**src/rtl/bram_rr_arbiter.sv**
```systemverilog
// rtl/bram_rr_arbiter.sv - N-port round-robin arbiter sharing one registered-output BRAM read port
module bram_rr_arbiter #(
  parameter int NUM_PORTS     = 4,
  parameter int ADDRESS_WIDTH = 7,
  parameter int DATA_WIDTH    = 8,
  localparam int IDX_W        = (NUM_PORTS > 1) ? $clog2(NUM_PORTS) : 1
) (
  input  logic                            clk,
  input  logic                            rst,
  input  logic [NUM_PORTS-1:0]            data_req,
  input  logic [NUM_PORTS*ADDRESS_WIDTH-1:0] data_addr,
  output logic [NUM_PORTS*DATA_WIDTH-1:0] data_out,
  output logic [NUM_PORTS-1:0]            data_rdy,
  output logic [ADDRESS_WIDTH-1:0]        mem_data_addr,
  input  logic [DATA_WIDTH-1:0]           mem_data,
  output logic                            busy,
  output logic [IDX_W-1:0]                grant_idx
);

  // Scan width is one bit wider than the index so ptr+i never overflows before the wrap.
  localparam int CW = IDX_W + 1;

  typedef enum logic [1:0] {
    IDLE = 2'd0,
    READ = 2'd1,
    RESP = 2'd2
  } state_t;

  state_t               state;
  state_t               state_nxt;
  logic [IDX_W-1:0]     ptr;
  logic [IDX_W-1:0]     ptr_nxt;
  logic [IDX_W-1:0]     winner;
  logic [CW-1:0]        cand;
  logic                 found;
  logic [NUM_PORTS-1:0] eligible;

  // A port whose data is being handed back this cycle must not be re-granted on the same edge.
  assign eligible = data_req & ~data_rdy;

  // Pointer advances past the port just served, wrapping at NUM_PORTS rather than 2^IDX_W.
  assign ptr_nxt = (grant_idx == IDX_W'(NUM_PORTS - 1)) ? '0 : grant_idx + IDX_W'(1);

  // First eligible port scanning ptr, ptr+1, ... modulo NUM_PORTS.
  always_comb begin
    found  = 1'b0;
    winner = '0;
    cand   = '0;
    for (int i = 0; i < NUM_PORTS; i++) begin
      cand = {1'b0, ptr} + CW'(i);
      if (cand >= CW'(NUM_PORTS)) begin
        cand = cand - CW'(NUM_PORTS);
      end
      if (!found && eligible[cand[IDX_W-1:0]]) begin
        found  = 1'b1;
        winner = cand[IDX_W-1:0];
      end
    end
  end

  // State register.
  always_ff @(posedge clk) begin
    if (!rst) begin
      state <= IDLE;
    end else begin
      state <= state_nxt;
    end
  end

  // Next-state: one access is a fixed IDLE -> READ -> RESP walk.
  always_comb begin
    state_nxt = state;
    case (state)
      IDLE:    state_nxt = found ? READ : IDLE;
      READ:    state_nxt = RESP;
      RESP:    state_nxt = IDLE;
      default: state_nxt = IDLE;
    endcase
  end

  // Outputs decoded from state only.
  always_comb begin
    busy = (state != IDLE);
  end

  // Datapath: latch grant and address in IDLE, deliver BRAM data and rdy pulse out of RESP.
  always_ff @(posedge clk) begin
    if (!rst) begin
      ptr           <= '0;
      grant_idx     <= '0;
      mem_data_addr <= '0;
      data_out      <= '0;
      data_rdy      <= '0;
    end else begin
      data_rdy <= '0;
      case (state)
        IDLE: begin
          if (found) begin
            grant_idx     <= winner;
            mem_data_addr <= data_addr[winner*ADDRESS_WIDTH +: ADDRESS_WIDTH];
          end
        end
        RESP: begin
          data_out[grant_idx*DATA_WIDTH +: DATA_WIDTH] <= mem_data;
          data_rdy[grant_idx]                          <= 1'b1;
          ptr                                          <= ptr_nxt;
        end
        default: begin
        end
      endcase
    end
  end

endmodule

```
**config.mk**
```make
export PLATFORM = sky130hd
export DESIGN_NAME = bram_rr_arbiter
export DESIGN_NICKNAME = d
export VERILOG_FILES = /design/src/rtl/bram_rr_arbiter.sv
export SDC_FILE = /design/constraint.sdc
export NUM_CORES = 1
export LEC_CHECK = 0
export ABC_AREA = 1
export BUFFER_PORTS_ARGS = -buffer_cell sky130_fd_sc_hd__buf_2
export CORE_MARGIN = 4
export CORE_UTILIZATION = 47
export CTS_CLUSTER_SIZE = 20
export DETAILED_ROUTE_END_ITERATION = 7
export MAX_ROUTING_LAYER = met4
export PLACE_DENSITY_LB_ADDON = 0.05
export RECOVER_POWER = 100
export SYNTH_ARGS = -nofsm -noshare
export SYNTH_HDL_FRONTEND = slang
export SYNTH_SLANG_ARGS = --single-unit
```
**constraint.sdc**
```tcl
create_clock -name clk -period 4.83 [get_ports clk]
set_input_delay 0.483 -clock clk [delete_from_list [all_inputs] [get_ports clk]]
set_output_delay 0.483 -clock clk [all_outputs]
set_load 0.01 [all_outputs]
```
==> run metrics <==
worst hold path type=flip-flop to flip-flop; Layout area overhead=19.14%; total negative slack=0 ns; Inserted Diodes=0; full die area=6668 um^2; CTS tree=built; detailed placer's ending HPWL=4.660 mm; ranking of synthesized cells by area=dfxtp_1, nand2_1, nor2_1, nand3_1, a21oi_1; initial core utilization=49.30%; minimum clock period=3.136 ns; clk slew on worst S/H paths=0.09 ns; cell area power density=369.2 nW/um^2; Leakage=1.349 nW; Internal=0.7433 mW; post-route setup slack=1.694 ns; Post-CTS Setup Inserts=0; Setup Crit Path Kind=flip-flop to flip-flop; Tightest Pin Transition=1.672 ns; Synth Register Bits=49; Most used DFF post-synth=dfxtp_1; Psw=0.3783 mW; fin crit share=64.92%; largest fanout on the critical path=14; Max Root-Sink Buffers=2; wire per inst=11.95 um; Routed Antenna Nets=0; largest net degree at the start of global routing=39; vias in the first global route=2267; Placer Congestion=0.8181; Iteration-0 DRC Markers=82; Post-Syn Nets=413; Synth Area per Inst=7.025 um^2; area leader, netlist=dfxtp_1; clk sink count=49; core area=5172 um^2; Max Clk Rate=318.9 MHz; Hold Crit Start=state[1]; Switching Fraction=33.73%; Global Route Usage Sum=19.79%; later-pin clock latency in the skew report=0.30 ns; worst setup path startpoint=ptr[0]; Post-route DRC=0; Gate Count Post-Synth=363; unrepaired setup endpoints after global routing=no; Root Driver=clkbuf_8; endpoints failing hold=0; Combinational Power Share=28.5%; ratio of cells with drive above 1 in the final layout=14.92%; final wirelength=6.203 mm; violated checks=max-capacitance violations, max-slew violations; CTS buffer count=5; Hold Buf Count CTS=0; first-pass GRT wire length=10.13 mm; Yosys Warn Count=0; DP Area=3013 um^2; Chip Width=81.66 um; final setup vio count=0; WHS=0.4290 ns; final instance area=3038 um^2; maximum clock skew at final layout=0.004588 ns; Max VDD drop=190.6 uV; Slowest-stage cell, CP=dfxtp_1; PostCTS Resize Cnt=0; clock network fraction of total power=30.9%; count of pins over their slew limit=39; final core occ=58.73%; Worst path max stage delay=0.53 ns; RR Startpoint=ptr[0]; Worst slew margin=-11.47%; Sequential Power Share=40.6%; I/O pin count=88; register area share after synthesis=38.47%; EDFF count, synth=0; CP Capture Type=flip-flop; Site Rows=26; Post-synth top cells=nand2_1, nor2_1, dfxtp_1; initial antenna violation count=0; CP required=5.07 ns; area share of the largest cell type after synthesis=38.47%; count leader, synth=nand2_1; first-pass detailed-route iteration total=5; CP Data Arrival Time=3.38 ns; Overflow after GRT=0; status=finished, violations left; Syn Std Cell Area=2550 um^2; layout net count=498; Place WS=2.661 ns; Via-to-Cell Ratio=4.871; chip height=81.66 um; via count=2528; max_cap viols=1; Port-buffer cells=87; CP startpoint kind=flip-flop; crit-path cells=clkinvlp_2 > nand3_2 > nand3_2 > nand2_1 > nand4_1 > nand3_1 > clkinvlp_2 > nand2_1 > nor2_1 > nor2_1; synth unique cells=29; Synth async-reset ratio=0%; CTS H-tree lvls=2
==> layer usage <==
layer,share of wire (%),track usage [%],vias to the layer above
met2,50,34.20,64
met1,44,22.99,1124
li1,-,-,1336
met4,1.1,6.645,0
met5,0,-,-
met3,5.0,3.838,4
==> critical path: cells and delay by family (launching register included) <==
kind / cells / cell delay, ns
buffers and inverters: 2 / 0.90
and+or+nand+nor: 8 / 1.64
DFF: 1 / 0.53
==> path summary, 6_finish.rpt <==
check / to / slack (ns) / cells past startpoint
worst max-delay path: mem_data_addr[0] / 1.69 / 10
worst min-delay path: state[1] / 0.43 / 1
worst max register to register: mem_data_addr[0] / 1.69 / 10
worst min register to register: state[1] / 0.43 / 1
==> cell usage in the layout (no fill, tap or decap) <==
cell        Yosys  layout
a211oi_1        2       2
a21boi_0        1       1
a21oi_1        29      29
a22oi_1         8       8
buf_2           0      40
bufinv_16       0       2
clkbuf_1        5      48
clkbuf_8        0       5
clkinv_1        1       1
clkinvlp_2      0       2
dfxtp_1        49      49
ha_1            8       8
inv_1          29      30
inv_2           2       1
inv_4           2       1
inv_6           0       1
nand2_1        97      98
nand2_2         5       5
nand3_1        32      34
nand3_2         8       7
nand3_4         2       1
nand4_1         2       3
nor2_1         54      55
nor3_1          1       1
o21ai_0         7       7
o21ai_2         1       1
or2_2           1       1
or3_1           8       8
==> kinds of logic after synthesis <==
group / after synthesis / synth area share (%)
simple gates: 213 / 38.67
flops: 49 / 38.47
compound gates: 48 / 10.65
buf+inv: 45 / 8.292
fa+ha+maj: 8 / 3.926
==> final cells by class <==
| class | count | area, um^2 |
|---|---|---|
| repair buffers | 88 | 380.4 |
| well taps | 70 | 87.58 |
| clock inverters | 3 | 68.82 |
| inverters | 35 | 136.4 |
| multi-input cells | 269 | 1315 |
| clock buffers | 5 | 68.82 |
| fillers | 539 | 2135 |
| flip-flops and latches | 49 | 980.9 |
==> sequential cells by signal (all words and copies together), names as in the netlist <==
| register | count |
|---|---|
| state | 2 |
| grant_idx | 2 |
| mem_data_addr | 7 |
| data_out | 32 |
| data_rdy | 4 |
| ptr | 2 |
==> stage by stage <==
step	total power, mW	instances
2_1_floorplan	0.7180	363
3_3_place_gp	0.8010	511
3_5_place_dp	0.8074	511
4_1_cts	1.156	519
5_1_grt	1.207	519
6_report	1.122	519
==> power by group through the flow <==
| stage | Sequential (mW) | Combinational (mW) | Clock, mW |
|---|---|---|---|
| 2_1_floorplan | 0.472 | 0.246 | 0 |
| 3_3_place_gp | 0.466 | 0.335 | 0 |
| 3_5_place_dp | 0.466 | 0.342 | 0 |
| 4_1_cts | 0.456 | 0.344 | 0.357 |
| 5_1_grt | 0.461 | 0.370 | 0.377 |
| 6_report | 0.456 | 0.319 | 0.347 |
Note: power is estimated with default switching activity, not from simulation.
